==> src/rtl/alu_arbiter.sv <==
// alu_arbiter: shares one combinational 32-bit ALU between two requesters, round-robin.
// Latency accept->rsp_valid: 2 cycles (add/sub/movi/other), MUL_CYCLES+1 (mul), DIV_CYCLES+1 (div).
// Backpressure: one op in flight; ready stays low until the response is taken, plus one idle bubble.
// Optional feature macro: ALU_ARB_DIVZERO_CHECK_EN (divide-by-zero short-circuit with rsp_err).
module alu_arbiter #(
    parameter int MUL_CYCLES = 2,   // EXEC cycles for opcode 4'b1000, 1..255
    parameter int DIV_CYCLES = 8    // EXEC cycles for opcode 4'b1001, 1..255
) (
    input  logic        clk,
    input  logic        rst_n,

    input  logic        req0_valid,
    output logic        req0_ready,
    input  logic [3:0]  req0_alu_control,
    input  logic [31:0] req0_src1,
    input  logic [31:0] req0_src2,

    input  logic        req1_valid,
    output logic        req1_ready,
    input  logic [3:0]  req1_alu_control,
    input  logic [31:0] req1_src1,
    input  logic [31:0] req1_src2,

    output logic [3:0]  alu_control,
    output logic [31:0] alu_src1,
    output logic [31:0] alu_src2,
    input  logic [31:0] alu_result,
    input  logic        alu_zero,

    output logic        rsp_valid,
    input  logic        rsp_ready,
    output logic        rsp_id,
    output logic [31:0] rsp_result,
    output logic        rsp_zero,
    output logic        rsp_err
);

    localparam logic [3:0] OP_MUL = 4'b1000;
    localparam logic [3:0] OP_DIV = 4'b1001;

    typedef enum logic [1:0] {
        S_IDLE = 2'd0,
        S_EXEC = 2'd1,
        S_RESP = 2'd2
    } state_t;

    state_t      state_q;
    logic        last_grant_q;      // requester granted most recently
    logic [7:0]  cnt_q;             // EXEC cycles remaining, including the current one

    logic [3:0]  alu_control_q;
    logic [31:0] alu_src1_q;
    logic [31:0] alu_src2_q;

    logic        rsp_valid_q;
    logic        rsp_id_q;
    logic [31:0] rsp_result_q;
    logic        rsp_zero_q;
    logic        rsp_err_q;

    // Accept-side decode (combinational on the valids, only meaningful in IDLE)
    logic        gnt0_d;
    logic        gnt1_d;
    logic        accept_d;
    logic        acc_id_d;
    logic [3:0]  acc_ctl_d;
    logic [31:0] acc_src1_d;
    logic [31:0] acc_src2_d;
    logic [7:0]  cnt_d;
    logic        divzero_d;

    // Round-robin grant: a sole requester wins; on a tie the one not granted last time wins
    always_comb begin
        gnt0_d = 1'b0;
        gnt1_d = 1'b0;
        if (state_q == S_IDLE) begin
            if (req0_valid && req1_valid) begin
                gnt0_d = last_grant_q;
                gnt1_d = !last_grant_q;
            end else begin
                gnt0_d = req0_valid;
                gnt1_d = req1_valid;
            end
        end
    end

    assign req0_ready = gnt0_d;
    assign req1_ready = gnt1_d;
    assign accept_d   = gnt0_d | gnt1_d;
    assign acc_id_d   = gnt1_d;
    assign acc_ctl_d  = gnt1_d ? req1_alu_control : req0_alu_control;
    assign acc_src1_d = gnt1_d ? req1_src1 : req0_src1;
    assign acc_src2_d = gnt1_d ? req1_src2 : req0_src2;

    // Number of EXEC cycles to hold the ALU inputs for the accepted opcode
    always_comb begin
        cnt_d = 8'd1;
        case (acc_ctl_d)
            OP_MUL:  cnt_d = 8'(MUL_CYCLES);
            OP_DIV:  cnt_d = 8'(DIV_CYCLES);
            default: cnt_d = 8'd1;
        endcase
    end

`ifdef ALU_ARB_DIVZERO_CHECK_EN
    // Divide by zero is answered directly from IDLE without spending DIV_CYCLES
    assign divzero_d = (acc_ctl_d == OP_DIV) && (acc_src2_d == 32'd0);
`else
    // Feature disabled: divide by zero runs like any other divide, rsp_err never set
    assign divzero_d = 1'b0;
`endif

    // Control FSM with registered ALU operands and registered response
    always_ff @(posedge clk) begin
        if (!rst_n) begin
            state_q       <= S_IDLE;
            last_grant_q  <= 1'b1;
            cnt_q         <= 8'd0;
            alu_control_q <= 4'd0;
            alu_src1_q    <= 32'd0;
            alu_src2_q    <= 32'd0;
            rsp_valid_q   <= 1'b0;
            rsp_id_q      <= 1'b0;
            rsp_result_q  <= 32'd0;
            rsp_zero_q    <= 1'b0;
            rsp_err_q     <= 1'b0;
        end else begin
            case (state_q)
                S_IDLE: begin
                    if (accept_d) begin
                        alu_control_q <= acc_ctl_d;
                        alu_src1_q    <= acc_src1_d;
                        alu_src2_q    <= acc_src2_d;
                        rsp_id_q      <= acc_id_d;
                        last_grant_q  <= acc_id_d;
                        cnt_q         <= cnt_d;
                        if (divzero_d) begin
                            rsp_result_q <= 32'hFFFF_FFFF;
                            rsp_zero_q   <= 1'b0;
                            rsp_err_q    <= 1'b1;
                            rsp_valid_q  <= 1'b1;
                            state_q      <= S_RESP;
                        end else begin
                            state_q      <= S_EXEC;
                        end
                    end
                end
                S_EXEC: begin
                    cnt_q <= cnt_q - 8'd1;
                    // <= rather than == so a zero count can never lock the FSM in EXEC
                    if (cnt_q <= 8'd1) begin
                        rsp_result_q <= alu_result;
                        rsp_zero_q   <= alu_zero;
                        rsp_err_q    <= 1'b0;
                        rsp_valid_q  <= 1'b1;
                        state_q      <= S_RESP;
                    end
                end
                S_RESP: begin
                    if (rsp_ready) begin
                        rsp_valid_q <= 1'b0;
                        state_q     <= S_IDLE;
                    end
                end
                default: begin
                    state_q     <= S_IDLE;
                    rsp_valid_q <= 1'b0;
                end
            endcase
        end
    end

    assign alu_control = alu_control_q;
    assign alu_src1    = alu_src1_q;
    assign alu_src2    = alu_src2_q;
    assign rsp_valid   = rsp_valid_q;
    assign rsp_id      = rsp_id_q;
    assign rsp_result  = rsp_result_q;
    assign rsp_zero    = rsp_zero_q;
    assign rsp_err     = rsp_err_q;

endmodule

==> config.mk <==
export PLATFORM = sky130hd
export DESIGN_NAME = alu_arbiter
export DESIGN_NICKNAME = d
export VERILOG_FILES = /design/src/rtl/alu_arbiter.sv
export SDC_FILE = /design/constraint.sdc
export NUM_CORES = 1
export LEC_CHECK = 0
export ABC_AREA = 1
export CORE_AREA = 2 2 120 122
export DETAILED_ROUTE_END_ITERATION = 7
export DIE_AREA = 0 0 122 124
export GPL_ROUTABILITY_DRIVEN = 0
export PLACE_DENSITY = 0.84
export SYNTH_ARGS = -nofsm -noshare
export SYNTH_HDL_FRONTEND = slang
export SYNTH_SLANG_ARGS = --single-unit
==> constraint.sdc <==
create_clock -name clk -period 1.75 [get_ports clk]
set_input_delay 0.35 -clock clk [delete_from_list [all_inputs] [get_ports clk]]
set_output_delay 0.35 -clock clk [all_outputs]
set_load 0.02 [all_outputs]
* Yosys cells after proc, flatten, opt, wreduce, memory -nomap -nowiden
Cells that the tools add are included.
** Operators by class
- Bitwise gates (word level) :: 2
- Order comparisons :: 1
- Equal/unequal tests :: 7
- Add/subtract/negate cells :: 1
- Muxes and demuxes :: 17
- Reductions and logical operators :: 9
** Operators with widths (count)
- two-way mux 32 bit :: 2
- one-hot mux 8 bit (2 select lines) :: 1
- equality test 4 bit (second input constant) :: 2
- less-or-equal comparator 8 x 1 -> 1 bit (second input constant) :: 1
- two-way mux 8 bit :: 1
- one-hot mux 4 bit (2 select lines) :: 1
- subtractor 8 x 1 -> 8 bit (second input constant) :: 1
- two-way mux 1 bit :: 6
- two-way mux 2 bit :: 3
- != test 2 bit (second input constant) :: 3
- one-hot mux 2 bit (3 select lines) :: 1
- AND reduction 2 bit :: 3
- AND reduction 3 bit :: 2
- two-way mux 4 bit :: 1
- one-hot mux 1 bit (3 select lines) :: 1
- equality test 2 x 1 -> 1 bit (second input constant) :: 1
- equality test 2 bit (second input constant) :: 1
- zero test 2 bit :: 1
- nonzero test 2 bit :: 1
- logical AND 1 bit :: 1
- zero test 1 bit :: 1
- NOT 1 bit :: 1
- OR 1 bit :: 1
** Storage, ports and cells
- Flip-flop bits (word level) :: 114
- Word-level logic and storage cells :: 47
- Input bits :: 174
- Output and inout port bits :: 106

* Longest topological paths before layout
- Word-level depth :: 8
- Mapped depth :: 9
- Depth with buffers taken out :: 7

* Worst setup path before layout
OpenSTA, ideal clock, no wires.
- Kind :: reg2reg
- Start point :: reg cnt_q[0]
- End point :: reg rsp_result_q[23] (netlist: rsp_result[23])
- Slack :: 0.321 ns
- Period minus slack after synthesis :: 1.429 ns
- Required time :: 1.680 ns
- Library setup time :: 0.070 ns
- Arrival time :: 1.358 ns
- Stages on the path, launching flop included :: 9
- Path buffers :: 1
- Cells stage by stage :: dfxtp_1 inv_1 ha_1 o21ai_1 nor2_4 nand2_2 buf_2 nand2_1 a21oi_1
** On the way
- Cells in the longest elaborated chain, start to end :: 2
** RTL lines
- from (decl) :: line 49 : logic [7:0] cnt_q;
- from (signal assigned) :: line 136 : cnt_q <= cnt_d;
- from (signal assigned) :: line 149 : cnt_q <= cnt_q - 8'd1;
- less-or-equal comparator 8 x 1 -> 1 bit :: line 151 : if (cnt_q <= 8'd1) begin
- AND reduction 2 bit (no line)
- to (signal assigned) :: line 152 : rsp_result_q <= alu_result;
- to (decl) :: line 57 : logic [31:0] rsp_result_q;
No other way between the ends.
A chain may end at the register's enable or synchronous reset.

* Worst setup path in the final report
- Start point :: reg alu_src2_q[7] (netlist: alu_src2[7])
- End point :: out alu_src2[7]
** RTL lines
- from (decl) :: line 53 : logic [31:0] alu_src2_q;
- from (signal assigned) :: line 133 : alu_src2_q <= acc_src2_d;
- to (decl) :: line 26 : output logic [31:0] alu_src2,
No word-level cell between the ends.

==> results.toml <==
[clock_tree]
cts_resized = 19
cts_tree = "yes"
numCtsBuffers = 17
clkSinkCount = 114
clk_pin_slew_ns = 0.05
htreeDepth = 4
cts_root_buffer = "clkbuf_16"
cts_buffer_depth = 2
clk_latency_ns = 0.41
holdBufCountCts = 0
cts_setup_buffers = 0

[min_path]
holdPathStages = 3
hp-start = "rst_n"
hold_path.class = "primary input to flip-flop"
whs_endpoint = "alu_src2[18]"

[job]
drv_cap = 0

[timing]
setup_viol = 0
fin_crit_ns = 1.72
tns_ns = 0
rsz0062_at_grt = "false"
layout_setup_ws_ns = 0.0348
timing.fmax_ghz = 0.583
fin_crit_sh = 0.980
maxSlewViolCount = 0
fin_skew_ns = 0.00699
hold_viol_final = 0

[die]
die_h_um = 124
die_width_um = 122
rows = 43
die_area_um2 = 15100
ios = 280
initial_core_util = 0.407
coreArea_um2 = 13700

[logic_synthesis]
synth_cell_types = 30
synth_warnings = 0
yosysSeqAreaShare = 0.408
synth_area_per_cell_um2 = 7.82
syn-num-nets = 891
synth-seq-cells = 114
synth.cell_area_um2 = 5590
netlist_instances = 715

[setup_path]
worstSetupEndpointType = "output port"
worstReg2RegStart = "cnt_q[0]"
r2r_slack_ns = 0.15
start_kind = "flip-flop"
crit_arrival_ns = 1.37
cp_num_buf_inv = 1
slowest_stage = "clkdlybuf4s50_1"
critPathKind = "flip-flop to output port"
worstReg2RegEnd = "rsp_result[23]"
worstPathMaxFanout = 2
cpPeakStageDelay_ns = 0.63
r2r_cells = 8
critical-path-top-delay-family = "buffers and inverters"
path_cells = "clkdlybuf4s50_1"
required_ns = 1.40

[placed_design]
portBuffers = 278
post-place-ws_ns = -0.335
dp_hpwl_um = 12100
place_area_um2 = 8560

[layout]
multi_input_area_um2 = 2570
drive_gt1_frac = 0.186
regArea_um2 = 2280
num_antenna_cells = 0
final_nets = 1162
fin_area_um2 = 9250
nFillCells = 1102
syn_to_final_growth_pct = 65.5

[route]
drt-initial-drc-count = 310
ant_nets = 0
first_pass_iters = 4
drcViolationCount = 0
dr_total_vias = 5791
routed_wirelength_um = 16700
avgRoutedWirePerCell_um = 14.2
via_per_inst = 4.92

[pwr]
leakagePower_nw = 4.67
p_per_area_nw_per_um2 = 1480
max-vdd-ir-drop_mv = 0.920

[grt]
grt_start_max_net_pins = 52
grt_pass1_vias = 5469
overflow = 0
antenna_found_initial = 0
gr-usage-all-layers = 0.219
grt_pass1_wl_um = 26100

[outcome]
status = "complete, no violations"
[per-stage QoR]
stage / hold WS, ns / utilization / cells / power, mW
2_1_floorplan: 0.436 / - / 715 / 7.92
3_3_place_gp: 0.434 / 0.624 / 1147 / 10.3
3_5_place_dp: 0.451 / 0.624 / 1147 / 10.4
4_1_cts: 0.274 / 0.666 / 1177 / 13.9
5_1_grt: 0.290 / 0.674 / 1177 / 14.6
6_report: 0.288 / 0.674 / 1177 / 13.7
[flip-flops by register name, summed over array words and instances, names as in the netlist]
register / cells
last_grant_q: 1
rsp_zero: 1
alu_control: 4
rsp_result: 32
state_q: 2
alu_src1: 32
cnt_q: 8
rsp_valid: 1
alu_src2: 32
rsp_id: 1
[report_power, final]
group / switching [mW] / internal [mW] / leakage (nW)
Clock: 1.13 / 2.35 / 0.292
Combinational: 3.66 / 2.81 / 3.44
Sequential: 0.423 / 3.35 / 0.940
Total: 5.22 / 8.51 / 4.67
[layer usage]
metal / track usage / wire [µm]
met1: 0.236 / 6670
met2: 0.382 / 8040
met3: 0.0815 / 1530
met4: 0.103 / 493
met5: 0 / 0
[cells in the mapped netlist, drive strengths merged]
cell type	instances	area, µm²
o21ai	8	51.3
or2	1	6.26
clkbuf	6	22.5
nand2	192	726
ha	2	25.0
nor3b	1	7.51
clkinv	1	3.75
a21oi	47	235
inv	91	342
a211oi	2	15.0
conb	1	3.75
dfxtp	114	2280
o211ai	68	776
buf	50	372
nand3b	1	7.51
nand3	105	581
o22ai	1	6.26
nand4	10	62.6
nor2	14	65.1
[layout by cell type, fill, tap and decap left out, drive strengths merged, types with 28 or more instances in the layout]
master	n
dlymetal6s2s	46
dfxtp	114
nand3	105
o211ai	68
inv	91
a21oi	47
clkdlybuf4s50	217
nand2	192
clkbuf	28
buf	32
[how the worst max path moves through the flow]
stage / start / endpoint / cells past startpoint
6_report: alu_src2[7] / alu_src2[7] / 1
5_1_grt: alu_src1[15] / alu_src1[15] / 1
4_1_cts: alu_src2[15] / alu_src2[15] / 1
3_5_place_dp: req0_valid / req0_ready / 4
3_3_place_gp: req0_valid / req0_ready / 4
2_1_floorplan: cnt_q[0] / rsp_result[23] / 8
[cells by family (layout without fill, tap and decap cells)]
group	after synthesis	in the layout	synth area share
AOI/OAI and AO/OA	126	126	0.194
adders and majority gates	2	2	0.00448
buffers and inverters	148	430	0.132
DFF	114	114	0.408
other	1	1	0.000671
and+or+nand+nor	324	324	0.260
[cell type report]
type	instances	area share
timing repair buffer	308	0.348
multi-input combinational	453	0.278
sequential	114	0.247
clock buffer	27	0.0576
inverter	92	0.0379
tap	180	0.0243
clock inverter	3	0.00730
Note: power is estimated with default switching activity, not from simulation.
